## config.mk

```make
export PLATFORM = sky130hd
export DESIGN_NAME = packet_receiver
export DESIGN_NICKNAME = d
export VERILOG_FILES = /design/src/rtl/noc_params.sv /design/src/rtl/packet_receiver.sv
export SDC_FILE = /design/constraint.sdc
export NUM_CORES = 1
export LEC_CHECK = 0
export CORE_MARGIN = 1.5
export CORE_UTILIZATION = 58
export DETAILED_ROUTE_END_ITERATION = 10
export PLACE_DENSITY = 0.91
export SLEW_MARGIN = 30
export SYNTH_ARGS = -nofsm -noshare
export SYNTH_HDL_FRONTEND = slang
export SYNTH_SLANG_ARGS = --single-unit
```

## constraint.sdc

```tcl
create_clock -name clk -period 5.7 [get_ports clk]
set_clock_uncertainty 0.2 [all_clocks]
set_input_delay 1.14 -clock clk [delete_from_list [all_inputs] [get_ports clk]]
set_output_delay 1.14 -clock clk [all_outputs]
set_load 0.03 [all_outputs]
```

## src/rtl/noc_params.sv

```systemverilog
// NoC packet geometry and serial-link framing constants shared by the sender and receiver.
package noc_params;
  localparam int DEST_ADDR_SIZE_X = 4;
  localparam int DEST_ADDR_SIZE_Y = 4;
  localparam int PAYLOAD_SIZE     = 24;
  localparam int PKT_SIZE         = DEST_ADDR_SIZE_X + DEST_ADDR_SIZE_Y + PAYLOAD_SIZE;
  localparam int PKT_SIZE_BYTES   = PKT_SIZE / 8;

  localparam logic [7:0] FRAME_FLAG = 8'h7E;
  localparam logic [7:0] FRAME_ESC  = 8'h7D;
  localparam logic [7:0] ESC_XOR    = 8'h20;

  typedef struct packed {
    logic [DEST_ADDR_SIZE_X-1:0] x_dest;
    logic [DEST_ADDR_SIZE_Y-1:0] y_dest;
    logic [PAYLOAD_SIZE-1:0]     payload;
  } packet_t;

  // Bytes that collide with framing and must travel escaped.
  function automatic logic is_special(input logic [7:0] b);
    return (b == FRAME_FLAG) || (b == FRAME_ESC);
  endfunction
endpackage

```

## src/rtl/packet_receiver.sv

```systemverilog
// Serial packet receiver: deframes/unescapes the link byte stream into packet_t, drops malformed frames.
// valid_out/err pulse one cycle after the deciding byte; no backpressure, one byte per cycle sustained.
module packet_receiver
  import noc_params::*;
#(
  parameter bit STRICT_ESC = 1'b1
) (
  input  logic       clk,
  input  logic       rst_n,
  input  logic [7:0] rx_byte,
  input  logic       valid_in,
  output packet_t    pkt,
  output logic       valid_out,
  output logic       err,
  output logic       busy
);
  localparam int CW = $clog2(PKT_SIZE_BYTES + 1);
  localparam logic [CW-1:0] LAST = CW'(PKT_SIZE_BYTES - 1);

  typedef enum logic [1:0] {S_HUNT, S_DATA, S_ESC, S_END} state_t;

  state_t              state;
  logic [CW-1:0]       count;
  logic [PKT_SIZE-1:0] shift_reg;
  logic [7:0]          d;

  assign d    = rx_byte ^ ESC_XOR;
  assign busy = (state != S_HUNT);

  always_ff @(posedge clk or negedge rst_n) begin
    if (!rst_n) begin
      state     <= S_HUNT;
      count     <= '0;
      shift_reg <= '0;
      pkt       <= '0;
      valid_out <= 1'b0;
      err       <= 1'b0;
    end else begin
      valid_out <= 1'b0;
      err       <= 1'b0;
      if (valid_in) begin
        case (state)
          S_HUNT: begin
            if (rx_byte == FRAME_FLAG) begin
              state <= S_DATA;
              count <= '0;
            end
          end
          S_DATA: begin
            if (rx_byte == FRAME_FLAG) begin
              // A flag mid-frame aborts it and opens the next one.
              if (count != '0) begin
                err   <= 1'b1;
                count <= '0;
              end
            end else if (rx_byte == FRAME_ESC) begin
              state <= S_ESC;
            end else begin
              shift_reg <= {shift_reg[PKT_SIZE-9:0], rx_byte};
              if (count == LAST) state <= S_END;
              else count <= count + CW'(1);
            end
          end
          S_ESC: begin
            if (rx_byte == FRAME_FLAG) begin
              err   <= 1'b1;
              count <= '0;
              state <= S_DATA;
            end else if (STRICT_ESC && !is_special(d)) begin
              err   <= 1'b1;
              count <= '0;
              state <= S_HUNT;
            end else begin
              shift_reg <= {shift_reg[PKT_SIZE-9:0], d};
              if (count == LAST) begin
                state <= S_END;
              end else begin
                count <= count + CW'(1);
                state <= S_DATA;
              end
            end
          end
          S_END: begin
            if (rx_byte == FRAME_FLAG) begin
              pkt       <= packet_t'(shift_reg);
              valid_out <= 1'b1;
            end else begin
              err <= 1'b1;
            end
            count <= '0;
            state <= S_HUNT;
          end
          default: state <= S_HUNT;
        endcase
      end
    end
  end
endmodule
```

# Yosys cells after proc, flatten, opt, wreduce, memory -nomap -nowiden

Cells that the tools add are included.
Widths: inputs -> output; s select.

Register bits: 71
Output and inout bits: 35
Logic and storage cells: 66

Add/sub/neg operators: 1
Equal/unequal tests: 16
Multiplexer cells: 31
Bitwise logic cells: 1
Reduce and logical (&&, ||, !) cells: 9

Operators with widths:

| operator            | count |
|---|---|
| $mux 32             | 4 |
| $pmux 32 s2         | 1 |
| $eq 8x7->1 const B  | 4 |
| $mux 3              | 7 |
| $mux 2              | 7 |
| $pmux 3 s4          | 1 |
| $ne 2x2->1 const B  | 5 |
| $mux 1              | 9 |
| $ne 3x3->1 const B  | 3 |
| $pmux 2 s4          | 1 |
| $reduce_and 4->1    | 2 |
| $reduce_and 6->1    | 1 |
| $eq 2x2->1 const B  | 2 |
| $reduce_bool 2->1   | 2 |
| $add 3x1->3 const B | 1 |
| $eq 3x2->1 const B  | 1 |
| $pmux 1 s3          | 1 |
| $reduce_and 3->1    | 1 |
| $reduce_bool 3->1   | 1 |
| $eq 2x1->1 const B  | 1 |
| $logic_not 2->1     | 1 |
| $logic_or 1x1->1    | 1 |
| $not 1->1           | 1 |

# Longest topological paths before layout

Depth in word-level cells: 7
Depth in mapped cells: 7

# Least setup slack after synthesis

Ideal clock, no wire load.

Path type: input to register
Start: in rx_byte[5]
End: reg pkt[10] (netlist bit)
Library setup time: 0.125 ns
Arrival: 2.489 ns
Setup slack: 2.887 ns
Stages: 7
Buffers on the path: 3
Cell sequence: buf_2 -> nand4b_1 -> nor3_1 -> and3_1 -> buf_2 -> buf_2 -> mux2_2

Cells in the longest elaborated chain, start to end: 2

Ends and longest elaborated chain:

| what                              | line                  | source |
|---|---|---|
| start: declaration                | packet_receiver.sv:10 | `input logic [7:0] rx_byte,` |
| $eq 8x7->1                        | packet_receiver.sv:84 | `if (rx_byte == FRAME_FLAG) begin` |
| $reduce_and 3->1 (no source line) | --                    |  |
| end signal: assignment            | packet_receiver.sv:85 | `pkt <= packet_t'(shift_reg);` |
| end: declaration                  | packet_receiver.sv:12 | `output packet_t pkt,` |

Every way passes these cells.
A chain may end at the register's enable or synchronous reset.

# Worst setup path in the final report

Start: in rx_byte[0]
End: reg pkt[5] (netlist bit)

Same word-level chain as after synthesis.

==> PnR_summary.wiki <==
{| class="wikitable"
! Metric !! Value
|-
| Shortest period the worst path allows || roughly 3.7 ns
|-
| Per-cell routed wire length || 17.1 um
|-
| Largest stage delay on the critical path || just over 0.6 ns
|-
| Pre-antenna DRT Iters || 4
|-
| # fillers || about 330
|-
| DIE WIDTH || 76.5 um
|-
| Post-Place Cell Area || 3640 um^2
|-
| Worst hold slack || 0.309 ns
|-
| DRC Markers || 0
|-
| Setup repair after global routing missed its margin || no
|-
| Share of post-route cells with drive strength above 1 || 0.335
|-
| Antenna diode count || 0
|-
| CP Data Required Time || 5.72 ns
|-
| Number of synthesis warnings || 0
|-
| Non-filler cells in the finished layout || between 300 and 400
|-
| Final setup vio count || 0
|-
| Die Y || 76.5 um
|-
| CTS sink cnt || 71
|-
| Max Fanout on Critical Path || 20
|-
| Critical path endpoint category || register
|-
| Number of distinct library cells after synthesis || 38
|-
| Total setup buffers inserted after CTS || 0
|-
| Combined area of the multi-input logic cells || about 1300 um^2
|-
| Num ports || 46
|-
| Cts repair resizes || 0
|-
| Async set-reset flop share out of synthesis || 1.00
|-
| Post-synth EDFFs || 0
|-
| Startpoint of the most critical hold path || pkt[28]
|-
| Worst flop-to-flop path endpoint || shift_reg[2]
|-
| Hold-fix buffers, CTS || 0
|-
| Overall track demand over capacity in global routing || 0.215
|-
| Length in cells of the worst reg-to-reg path || 6
|-
| R2R Setup Slk || approximately 3.3 ns
|-
| FP Rows || 26
|-
| Bufs on Longest Clock Path || 2
|-
| Number of levels in the clock H-tree || 3
|-
| Peak ir drop on the vdd network || between 150 and 200 uV
|-
| Gate Count Post-Synth || 210
|-
| Cell area after synthesis || 3140 um^2
|-
| Worst r2r src || state[0]
|-
| Ordered list of cells on the worst path || clkdlybuf4s50_1, nand2b_1, nor3_1, and3_1, buf_4, mux2_2
|-
| Run status || completed
|-
| Number of design-rule violations left by the first detailed-router iteration || 120
|-
| Initial Utilization || 0.606
|-
| Pin count of the biggest net entering global routing || 72
|-
| Instance count after placement with tap cells included || 320
|-
| Critical path data arrival time || 3.71 ns
|-
| Count of maximum capacitance violations || 0
|-
| FF+latch area || 1780 um^2
|-
| Count of buffering cells on the critical path with inverters included || 2
|-
| Measured slew at the worst slew-check pin || 0.860 ns
|-
| Final antenna-violating net count || 0
|-
| Number of max-slew violations in the final report || 0
|-
| Clk_lat worst skew || 0.34 ns
|-
| Worst path slowest cell || and3_1
|-
| Achievable Freq || around 0.27 GHz
|-
| Most instantiated flip-flop cell in the synthesis netlist || dfrtp_1
|-
| Final-report hold violation count || 0
|-
| Category of cells accounting for the largest share of critical-path delay || simple AND/OR/NAND/NOR gates
|-
| Worst Hold Class || register to register
|-
| First-pass GRT wire length || 9.56 mm
|-
| Average cell area after synthesis || 14.9 um^2
|-
| Master cell of the clock root buffer || clkbuf_8
|-
| Antenna violations before repair || 0
|-
| Count of buffers from port buffering || 45
|-
| Number of cells on the critical path || 6
|-
| Syn_nets || 228
|-
| Total congestion overflow || 0
|-
| Lkg Pwr || approximately 1.9 nW
|-
| Number of cells on the worst hold path || 1
|-
| Synth-to-layout area growth || 23.9%
|-
| Vias after detailed routing || 1841
|-
| CTS tree || yes
|-
| Tcrit/Tclk final || 0.648
|-
| Via count of the first global-routing pass || 1843
|-
| Area of the placeable core || 5170 um^2
|-
| Mean number of vias per cell || 5.48
|-
| Hold-critical path endpoint || pkt[28]
|-
| Setup Crit Path Kind || input pin to register
|-
| Area of the die || ~6000 um^2
|-
| Detail Placement HPWL || a little under 4 mm
|-
| Tightest slew margin relative to the limit || 0.426
|-
| NumNets Final || 279
|-
| Final weighted congestion in routability-driven placement || 0.831
|-
| Post-layout instance area || between 3000 and 4000 um^2
|-
| Clock buffers created by TritonCTS || 9
|-
| Total negative slack || 0 ns
|-
| Clock transition at the registers of the reported paths || 0.08 ns
|-
| Routed wire length || around 5.7 mm
|-
| Type of origin of the critical path || input pin
|-
| Flops & latches, synth || 71
|-
| Pwr dens || 456 nW/um^2
|-
| Fraction of the yosys area taken by sequential cells || 0.566
|}
layout by cell type, fill, tap and decap left out, types with 2 or more instances in the layout:
cell,n
mux2i_1,2
mux2_4,29
bufinv_16,3
clkinvlp_4,2
nand4b_1,2
buf_4,3
o21ai_0,3
a21oi_1,3
nand2b_1,4
nand2_1,7
inv_1,9
a31oi_1,2
ha_1,7
nor2b_1,3
a311oi_1,2
clkbuf_8,9
dfrtp_1,71
mux2_2,34
o21a_1,2
nand3_1,2
clkdlybuf4s50_1,44
metal layers:
| layer | GRT usage | vias to the layer above | wire [um] |
|---|---|---|---|
| met5 | 0 | - | 0 |
| met4 | 0.0926 | 0 | 57 |
| met3 | 0.0467 | 8 | 190 |
| met2 | 0.330 | 45 | 2770 |
| met1 | 0.297 | 933 | 2720 |
| li1 | - | 855 | - |
cell type report:
cell class | count | area share
clock buffers | 9 | 0.0319
clock inverters | 7 | 0.0306
inverters | 9 | 0.00870
well taps | 70 | 0.0225
repair buffers | 48 | 0.120
multi-input cells | 122 | 0.329
flip-flops and latches | 71 | 0.457
Yosys cell counts, drive strengths merged (3+ instances only):
cell	n	area share
inv	9	0.011
a21oi	3	0.0048
mux2	63	0.26
nor2b	3	0.0060
ha	7	0.028
dfrtp	71	0.57
buf	8	0.019
nand2b	4	0.0080
nand2	7	0.0084
o21ai	3	0.0048
worst reg2reg max path, delay by kind of cell, from the launching register on:
| family | cells | cell delay [ns] |
|---|---|---|
| adders and majority gates | 1 | 0.31 |
| buffers and inverters | 2 | 0.63 |
| DFF | 1 | 0.43 |
| muxes | 2 | 0.59 |
| AOI/OAI and AO/OA | 1 | 0.09 |
stage by stage:
stage	worst slack (ns)	power, mW	util
floorplan	2.89	1.16	-
global placement	1.75	1.26	0.704
detailed placement	1.68	1.30	0.704
CTS	2.06	1.79	0.751
global route	1.91	1.87	0.751
finish	2.01	1.77	0.751
how the worst max path moves through the flow:
stage / from / to / slack [ns]
6_report: rx_byte[0] / pkt[5] / 2.01
5_1_grt: rx_byte[0] / pkt[21] / 1.91
4_1_cts: rx_byte[0] / pkt[5] / 2.06
3_5_place_dp: rx_byte[0] / pkt[19] / 1.68
3_3_place_gp: rx_byte[0] / pkt[22] / 1.75
2_1_floorplan: rx_byte[5] / pkt[10] / 2.89
power breakdown:
group / total (mW) / internal [mW] / switching [mW]
sequential: 0.755 / 0.643 / 0.112
clock: 0.486 / 0.291 / 0.194
combinational: 0.532 / 0.317 / 0.216
cells by family (layout without fill, tap and decap cells):
group | Yosys count | count (layout) | share of synthesized area
DFF | 71 | 71 | 0.566
xor gates and xnor gates | 1 | 1 | 0.00279
and+or+nand+nor | 29 | 29 | 0.0586
adders and majority gates | 7 | 7 | 0.0279
AOI/OAI and AO/OA | 20 | 20 | 0.0475
buffers and inverters | 17 | 73 | 0.0295
muxes | 65 | 65 | 0.267
No activity file was read; power rests on OpenSTA's default activity.
